$ cat src/rtl/sram_arb_pkg.sv
// ---------------------------------------------------------------------------
// sram_arb_pkg : shared encodings for the core SRAM arbiter       rev 1.0
// ---------------------------------------------------------------------------
`default_nettype none

package sram_arb_pkg;

  typedef enum logic [1:0] {
    IDLE  = 2'd0,
    ISSUE = 2'd1,
    WAIT  = 2'd2,
    ACK   = 2'd3
  } state_t;

  localparam logic GNT_IFU = 1'b0;
  localparam logic GNT_LSU = 1'b1;

  // Wide enough for MAX_STREAK up to 15 and RD_LAT up to 7.
  localparam int STREAK_W = 4;
  localparam int WAIT_W   = 3;

endpackage

`default_nettype wire

$ cat src/rtl/sram_arb_prio.sv
// ---------------------------------------------------------------------------
// sram_arb_prio : LSU-first grant decision with IFU anti-starvation  rev 1.0
// ---------------------------------------------------------------------------
`default_nettype none

module sram_arb_prio
  import sram_arb_pkg::*;
#(
  parameter int MAX_STREAK = 4
) (
  input  logic clk,
  input  logic rst_n,
  input  logic ifu_req,
  input  logic lsu_req,
  input  logic idle,
  output logic gnt_sel
);

  logic [STREAK_W-1:0] r_streak;
  logic                w_streak_full;

  assign w_streak_full = (r_streak == STREAK_W'(MAX_STREAK));

  always_comb begin
    gnt_sel = GNT_IFU;
    if (lsu_req && (!ifu_req || !w_streak_full))
      gnt_sel = GNT_LSU;
  end

  // Streak only counts LSU wins that actually made the IFU wait.
  always_ff @(posedge clk or negedge rst_n) begin
    if (!rst_n) begin
      r_streak <= '0;
    end else if (idle) begin
      if (!ifu_req || gnt_sel == GNT_IFU)
        r_streak <= '0;
      else if (!w_streak_full)
        r_streak <= r_streak + STREAK_W'(1);
    end
  end

endmodule

`default_nettype wire

$ cat src/rtl/sram_arb_ctrl.sv
// ---------------------------------------------------------------------------
// sram_arb_ctrl : IFU/LSU sequencer for the single-port core SRAM  rev 1.0
// ---------------------------------------------------------------------------
`default_nettype none

module sram_arb_ctrl
  import sram_arb_pkg::*;
#(
  parameter int AW         = 14,
  parameter int DW         = 32,
  parameter int RD_LAT     = 1,
  parameter int MAX_STREAK = 4
) (
  input  logic            clk,
  input  logic            rst_n,
  input  logic            ifu_req,
  input  logic [AW-1:0]   ifu_addr,
  output logic            ifu_ack,
  output logic [DW-1:0]   ifu_rdata,
  input  logic            lsu_req,
  input  logic            lsu_we,
  input  logic [AW-1:0]   lsu_addr,
  input  logic [DW-1:0]   lsu_wdata,
  input  logic [DW/8-1:0] lsu_be,
  output logic            lsu_ack,
  output logic [DW-1:0]   lsu_rdata,
  output logic            sram_en,
  output logic            sram_we,
  output logic [AW-1:0]   sram_addr,
  output logic [DW-1:0]   sram_wdata,
  output logic [DW/8-1:0] sram_be,
  input  logic [DW-1:0]   sram_rdata,
  output logic            busy
);

  state_t            r_state;
  state_t            w_next;
  logic              r_gnt;
  logic              r_is_write;
  logic [WAIT_W-1:0] r_wait_cnt;
  logic              w_gnt;
  logic              w_idle;
  logic              w_start;
  logic              w_last_wait;

  assign w_idle      = (r_state == IDLE);
  assign w_start     = w_idle && (ifu_req || lsu_req);
  assign w_last_wait = (r_state == WAIT) && (r_wait_cnt == WAIT_W'(RD_LAT - 1));

  sram_arb_prio #(
    .MAX_STREAK (MAX_STREAK)
  ) u_prio (
    .clk     (clk),
    .rst_n   (rst_n),
    .ifu_req (ifu_req),
    .lsu_req (lsu_req),
    .idle    (w_idle),
    .gnt_sel (w_gnt)
  );

  always_ff @(posedge clk or negedge rst_n) begin
    if (!rst_n) r_state <= IDLE;
    else        r_state <= w_next;
  end

  always_comb begin
    w_next = r_state;
    case (r_state)
      IDLE:    if (w_start) w_next = ISSUE;
      ISSUE:   w_next = r_is_write ? ACK : WAIT;
      WAIT:    if (w_last_wait) w_next = ACK;
      ACK:     w_next = IDLE;
      default: w_next = IDLE;
    endcase
  end

  // Every output is registered off the next state so it lines up with it.
  always_ff @(posedge clk or negedge rst_n) begin
    if (!rst_n) begin
      r_gnt      <= GNT_IFU;
      r_is_write <= 1'b0;
      r_wait_cnt <= '0;
      sram_en    <= 1'b0;
      sram_we    <= 1'b0;
      sram_addr  <= '0;
      sram_wdata <= '0;
      sram_be    <= '0;
      ifu_ack    <= 1'b0;
      lsu_ack    <= 1'b0;
      ifu_rdata  <= '0;
      lsu_rdata  <= '0;
      busy       <= 1'b0;
    end else begin
      sram_en <= w_start;
      sram_we <= w_start && (w_gnt == GNT_LSU) && lsu_we;
      if (w_start) begin
        r_gnt      <= w_gnt;
        r_is_write <= (w_gnt == GNT_LSU) && lsu_we;
        if (w_gnt == GNT_LSU) begin
          sram_addr  <= lsu_addr;
          sram_wdata <= lsu_wdata;
          sram_be    <= lsu_be;
        end else begin
          sram_addr  <= ifu_addr;
          sram_be    <= '1;
        end
      end

      if (r_state == WAIT) r_wait_cnt <= r_wait_cnt + WAIT_W'(1);
      else                 r_wait_cnt <= '0;

      if (w_last_wait) begin
        if (r_gnt == GNT_LSU) lsu_rdata <= sram_rdata;
        else                  ifu_rdata <= sram_rdata;
      end

      ifu_ack <= (w_next == ACK) && (r_gnt == GNT_IFU);
      lsu_ack <= (w_next == ACK) && (r_gnt == GNT_LSU);
      busy    <= (w_next != IDLE);
    end
  end

endmodule

`default_nettype wire

$ cat config.mk
export PLATFORM = sky130hd
export DESIGN_NAME = sram_arb_ctrl
export DESIGN_NICKNAME = d
export VERILOG_FILES = /design/src/rtl/sram_arb_pkg.sv /design/src/rtl/sram_arb_prio.sv /design/src/rtl/sram_arb_ctrl.sv
export SDC_FILE = /design/constraint.sdc
export NUM_CORES = 1
export LEC_CHECK = 0
export CORE_MARGIN = 8
export CORE_UTILIZATION = 40
export CTS_BUF_LIST = sky130_fd_sc_hd__clkbuf_2
export CTS_CLUSTER_DIAMETER = 100
export DETAILED_ROUTE_END_ITERATION = 8
export HOLD_SLACK_MARGIN = 0.06
export MAX_ROUTING_LAYER = met4
export PLACE_DENSITY = 0.79
export RECOVER_POWER = 50
export SYNTH_ARGS = -nofsm -noshare
export SYNTH_HDL_FRONTEND = slang
export SYNTH_HIERARCHICAL = 1
export SYNTH_SLANG_ARGS = --single-unit
$ cat constraint.sdc
create_clock -name clk -period 1.76 [get_ports clk]
set_input_delay 0.176 -clock clk [delete_from_list [all_inputs] [get_ports clk]]
set_output_delay 0.176 -clock clk [all_outputs]
set_load 0.05 [all_outputs]
==> impl_metrics.ini, run 1 <==
[cts]
insertion_delay_ps = 660
clock_sinks = 130
clkTransAtPathRegs_ps = 190
ctsRootBufferMaster = clkbuf_2
numCtsBuffers = 17
cts_tree = done
cts-htree-levels = 4
cts_buffer_depth = 2

[grt]
antenna_found_initial = 0
grt_pass1_wl_um = 23700
grt_max_degree = 71
grtUsageTotal_pct = 18.9
grt_pass1_vias = 4443
gr-total-overflow = 0

[drt]
drt_wl_total_um = 16600
vias = 3992
drtPass1Iterations = 4
drc = 0
via_per_inst = 4.72
ant_nets = 0
wl_per_cell_um = 19.7
drtIter0Drc = 168

[floorplan]
ios = 220
fp.dieW_um = 131
initial_core_util_pct = 40.4
rows = 42
die_h_um = 131
core_area_um2 = 13000
die_area_um2 = 17100

[finish]
multi_input_area_um2 = 2020
area_delta_synth_final_pct = 71.0
post-route-util_pct = 69.0
diodes = 0
seq_area_um2 = 3250
drive_gt1_share_pct = 44.6
n_fill_cell = 922
mostFrequentLayoutCell = dfrtp_1
mostFrequentLayoutCells = 130 x dfrtp_1, 99 x clkdlybuf4s50_1, 92 x clkdlybuf4s15_2
final_nets = 765

[synthesis]
syn-cell-area_um2 = 5260
synthCells = 335
syn-num-nets = 443
postSynthAreaPerCell_um2 = 15.7
synth_top_flop_cell = dfrtp_1
synth-edff-count = 0
ys_seq_elements = 130
ys_types = 41
yosys_warnings = 6
seq_area_frac_synth_pct = 61.8
synthArstFlopShare_pct = 100

[timing]
worstMarginPinSlew_ps = 1020
rsz0062_at_grt = yes
worst_slack_ps = 18.4
fin_worst_skew_ps = 23.6
setup_viol = 0
slew_headroom_pct = 31.9
report.final.slew_viol_count = 0
fmaxAchievable_ghz = 0.574
holdWs_ps = 151
post-route-period-util_pct = 99.0
timing.final.crit_period_ps = 1740
hold_viol_final = 0

[min_path]
hp-class = in -> reg
hold_start = lsu_wdata[16]

[critical_path]
worstPathArrival_ps = 2310
rr_startpoint = u_prio/r_streak[0]
crit_path_max_fanout = 7
required_ps = 2330
endpoint_kind = flop
critPathLaunch = u_prio/r_streak[0]
path_class = reg -> reg
crit_path_start_kind = flop
rrSetupSlack_ps = 20

[placed_design]
dp_slack_ps = -17.8
place_hpwl_um = 10400
place.gp.congestion = 0.747
numPortBuffers = 219

[job]
drv_cap = 0

[status]
status = finished, final reports clean

[power]
leakage_nw = 4.15
p_per_area_nw_per_um2 = 2110
max-vdd-ir-drop_uv = 1250
==> state kept, by name (all words and copies together) (netlist names) <==
signal	cells
busy	1
ifu_ack	1
ifu_rdata	32
lsu_ack	1
lsu_rdata	32
r_gnt	1
r_is_write	1
r_state	2
r_wait_cnt	3
sram_addr	14
sram_be	4
sram_en	1
sram_wdata	32
sram_we	1
u_prio/r_streak	4
==> worst paths after layout <==
check / cells after the start / endpoint
min in group asynchronous: 3 / lsu_rdata[24]
min reg2reg: 2 / sram_addr[5]
max reg2reg: 8 / sram_wdata[1]
max in group asynchronous: 4 / ifu_rdata[10]
min: 2 / sram_wdata[16]
max: 8 / sram_wdata[1]
==> Yosys cell counts (2+ instances only) <==
library cell  instances  area share, %
a22o_1                2           0.33
and2_1                2           0.24
and3_1                2           0.24
buf_2                 2           0.19
buf_6                 5            1.1
buf_8                 3           0.86
clkbuf_1              3           0.21
dfrtp_1             130             62
ha_1                  7            1.7
inv_1                 8           0.57
mux2_1                8            1.7
mux2_2               59             13
mux2_4               30            8.6
mux2i_1              14            2.7
nand2_1              17            1.2
nor2_1                2           0.14
o21ai_0              14            1.3
o22a_1                4           0.67
==> report_power, final <==
group	internal, mW	leakage [nW]	switching, mW	total, mW
registers	4.45	1.55	0.915	5.37
clock network	0.774	0.140	1.06	1.83
logic	4.53	2.46	7.25	11.8
total	9.75	4.15	9.22	19.0
==> per-layer routing <==
layer	GRT usage (%)	routed length, um	vias to the layer above
met5	-	0	-
met4	6.62	208	0
li1	-	-	1821
met1	20.6	6630	1991
met2	32.0	8640	164
met3	6.09	1150	16
==> worst max-delay path, cell delays in order (launching register included) <==
cell and delay [ps]:
dfrtp_1 400, inv_2 60, ha_4 140, nor2b_4 130, a31oi_4 200, nand2_4 100, clkbuf_16 180, buf_12 140
mux2_4 290
==> logic make-up (layout without fill, tap and decap cells) <==
group	count (synthesis)	in the layout	synth area share, %
AOI/OAI and AO/OA	29	29	3.66
xor gates and xnor gates	1	1	0.167
adders and majority gates	7	7	1.67
buffers and inverters	23	358	3.16
DFF	130	130	61.8
muxes	111	111	25.6
and+or+nand+nor	34	34	3.92
==> timing repair <==
action / in CTS / in global routing
pin swaps: 0 / 7
hold endpoints to repair: 176 / 7
buffers inserted: 0 / 12
hold buffers: 50 / 6
resized for setup: 341 / 87
endpoints found under the setup margin: 137 / 86
gates cloned: 0 / 8
==> layout make-up <==
type                    count  share of cell area, %
clock buffers              19                   1.06
clock inverters            13                   1.59
inverters                   9                  0.403
multi-input cells         182                   22.4
flip-flops and latches    130                   36.2
well taps                 176                   2.45
repair buffers            317                   35.9
==> through the flow <==
stage               cell area [um^2]  setup TNS, ps  total power [mW]  instances
global placement                7750              0              16.5        738
global route                    9000          -1230              19.9        846
CTS                             8640              0              18.4        820
detailed placement              7750          -48.9              16.8        738
floorplan                       5270              0              12.8        335
finish                          9000              0              19.0        846
Power figures use the tool's default switching activity.
==> inputs of run 2 (changes only) <==
PLACE_DENSITY = 0.83   (was 0.79)
==> run 2 against run 1 <==
Against the previous run:
- the run now ends with setup timing left
- clock skew down 3.1 ps
- final cell count is 0.59% higher
- register-to-register slack got worse by 30 ps
- flip-flop and latch count did not move
- sequential share of layout area down 0.42 points
- worst hold slack better by 8.5 ps
- die area unchanged
- combinational power about the same
- count of clock-buffer cells in the layout up 3
- utilization grew 0.82 points
- fmax shrank 1.9%
- final area grew 1.2%
- critical endpoint is now sram_wdata[15]
- largest cell class is now buffers
- largest power group unchanged
==> impl_metrics.ini, run 2 (synthesis results as in run 1) <==
[status]
status = complete, but fails checks
violations = setup timing

[timing]
report.final.slew_viol_count = 0
worstMarginPinSlew_ps = 715
slew_headroom_pct = 52.3
fin_worst_skew_ps = 20.5
fmaxAchievable_ghz = 0.563
rsz0062_at_grt = yes
setup_viol = 8
worst_slack_ps = -15.5
timing.final.crit_period_ps = 1780
post-route-period-util_pct = 101
hold_viol_final = 0

[critical_path]
critPathLaunch = u_prio/r_streak[1]
slowest_delay_ps = 400
path_class = reg -> reg
path_cells = inv_2 > ha_4 > nor2b_4 > a31oi_2 > buf_6 > nand2_8 > clkbuf_16 > mux2_4
required_ps = 2320
crit_path_max_fanout = 6
endpoint_kind = flop
crit_path_start_kind = flop
rr_startpoint = u_prio/r_streak[1]
worstPathArrival_ps = 2330
cpMaxStageDelayCell = dfrtp_1

[placed_design]
place.gp.congestion = 0.737
dpl.cell_count = 734
dp_slack_ps = -60.4
place_hpwl_um = 10500
numPortBuffers = 219

[power]
p_comb_share_pct = 62.8
p_seq_share_pct = 28.4
p_int_mw = 9.66
finalPower_mw = 18.8
p_sw_mw = 9.12
clkPwrFrac_pct = 8.8
p_sw_share_pct = 48.6
max-vdd-ir-drop_uv = 1380
p_per_area_nw_per_um2 = 2060
leakage_nw = 4.13

[grt]
grt_pass1_vias = 4671
grt_max_degree = 59
grt_pass1_wl_um = 24400
grtUsageTotal_pct = 19.5
gr-total-overflow = 0
antenna_found_initial = 1

[job]
drv_cap = 0

[drt]
drtPass1Iterations = 4
wl_per_cell_um = 19.2
m1WireLength_um = 6220
dr.max_layer_used = met4
drc = 0
wl_met3_um = 1270
via_per_inst = 4.76
drt_wl_total_um = 16400
vias = 4051
wl_met2_um = 8440
ant_nets = 0
drtIter0Drc = 118

[finish]
fin_cells = 851
mostFrequentLayoutCells = 130 x dfrtp_1, 106 x clkdlybuf4s15_2, 99 x clkdlybuf4s50_1
top_regs = ifu_rdata: 32 flops, lsu_rdata: 32 flops, sram_wdata: 32 flops
mostFrequentLayoutCell = dfrtp_1
area_delta_synth_final_pct = 73.0
post-route-util_pct = 69.8
drive_gt1_share_pct = 43.2
final_nets = 771

[cts]
numCtsBuffers = 17
cts-htree-levels = 4
clkTransAtPathRegs_ps = 170
clock_sinks = 130
insertion_delay_ps = 660
cts_buffer_depth = 2
cts_tree = done
ctsRootBufferMaster = clkbuf_2

[floorplan]
die_h_um = 131
die_area_um2 = 17100
initial_core_util_pct = 40.4
ios = 220
core_area_um2 = 13000
rows = 42
fp.dieW_um = 131

[min_path]
hp-class = in -> reg
hold_start = sram_rdata[31]
[run 2: cell types whose count changed in the layout (fill, tap and decap cells not counted), sizes merged, moves of 3 or more]
cell / before / now
clkinvlp: 3 / 0
clkbuf: 36 / 30
dlygate4sd3: 56 / 73
clkdlybuf4s15: 92 / 106
buf: 51 / 36
[run 2: power groups by stage]
stage / logic, mW / registers (mW) / clock network, mW
2_1_floorplan: 2.73 / 10.1 / 0
3_3_place_gp: 11.2 / 5.24 / 0
3_5_place_dp: 11.4 / 5.32 / 0
4_1_cts: 11.3 / 5.27 / 1.72
5_1_grt: 12.3 / 5.51 / 1.85
6_report: 11.8 / 5.33 / 1.65
[run 2: layer usage]
metal,global-route usage [%],up-vias
met1,20.3,2008
met2,33.1,172
met3,6.78,38
met4,8.31,0
li1,-,1833
met5,-,-
[run 2: layout make-up]
class                           instances  area [um^2]
Fill cell                             872         3930
Timing Repair Buffer                  323         3400
Sequential cell                       130         3250
Multi-Input combinational cell        182         1990
Tap cell                              176          220
Clock buffer                           22          110
Clock inverter                          8         88.8
Inverter                                9         36.3
Antenna cell                            1         2.50
[run 2: worst max-delay path, delay by kind of cell, from the launching register on]
family / cells / cell delay (ps)
flip-flops: 1 / 400
AO/OA/AOI/OAI: 1 / 200
multiplexers: 1 / 300
buffers and inverters: 3 / 390
AND/OR/NAND/NOR: 2 / 220
adder cells (fa/ha/maj): 1 / 150
[run 2: stage by stage]
stage                     TNS [ps]  hold WS [ps]  instance area (um^2)
after global placement       -20.3          7.54                  7730
final                        -61.2           160                  9100
after detailed placement     -1360          11.6                  7730
after global routing         -1400          75.5                  9100
after CTS                     -184          62.3                  8890
after floorplan                  0          -120                  5270
[run 2: what timing repair did]
action,CTS,global route
hold buffers,74,0
resized for setup,353,50
cloned,2,5
setup buffers,1,5
pin swaps,1,5
endpoints found under the setup margin,153,54
hold endpoints to repair,210,0
[run 2: final timing paths]
check,end,depth (start not counted),slack [ps]
worst min register to register,sram_addr[12],2,500
worst max-delay path,sram_wdata[15],8,-20
worst min-delay path,lsu_rdata[31],2,160
min in group asynchronous,ifu_rdata[16],3,470
max in group asynchronous,sram_wdata[27],4,250
worst max register to register,sram_wdata[15],8,-20
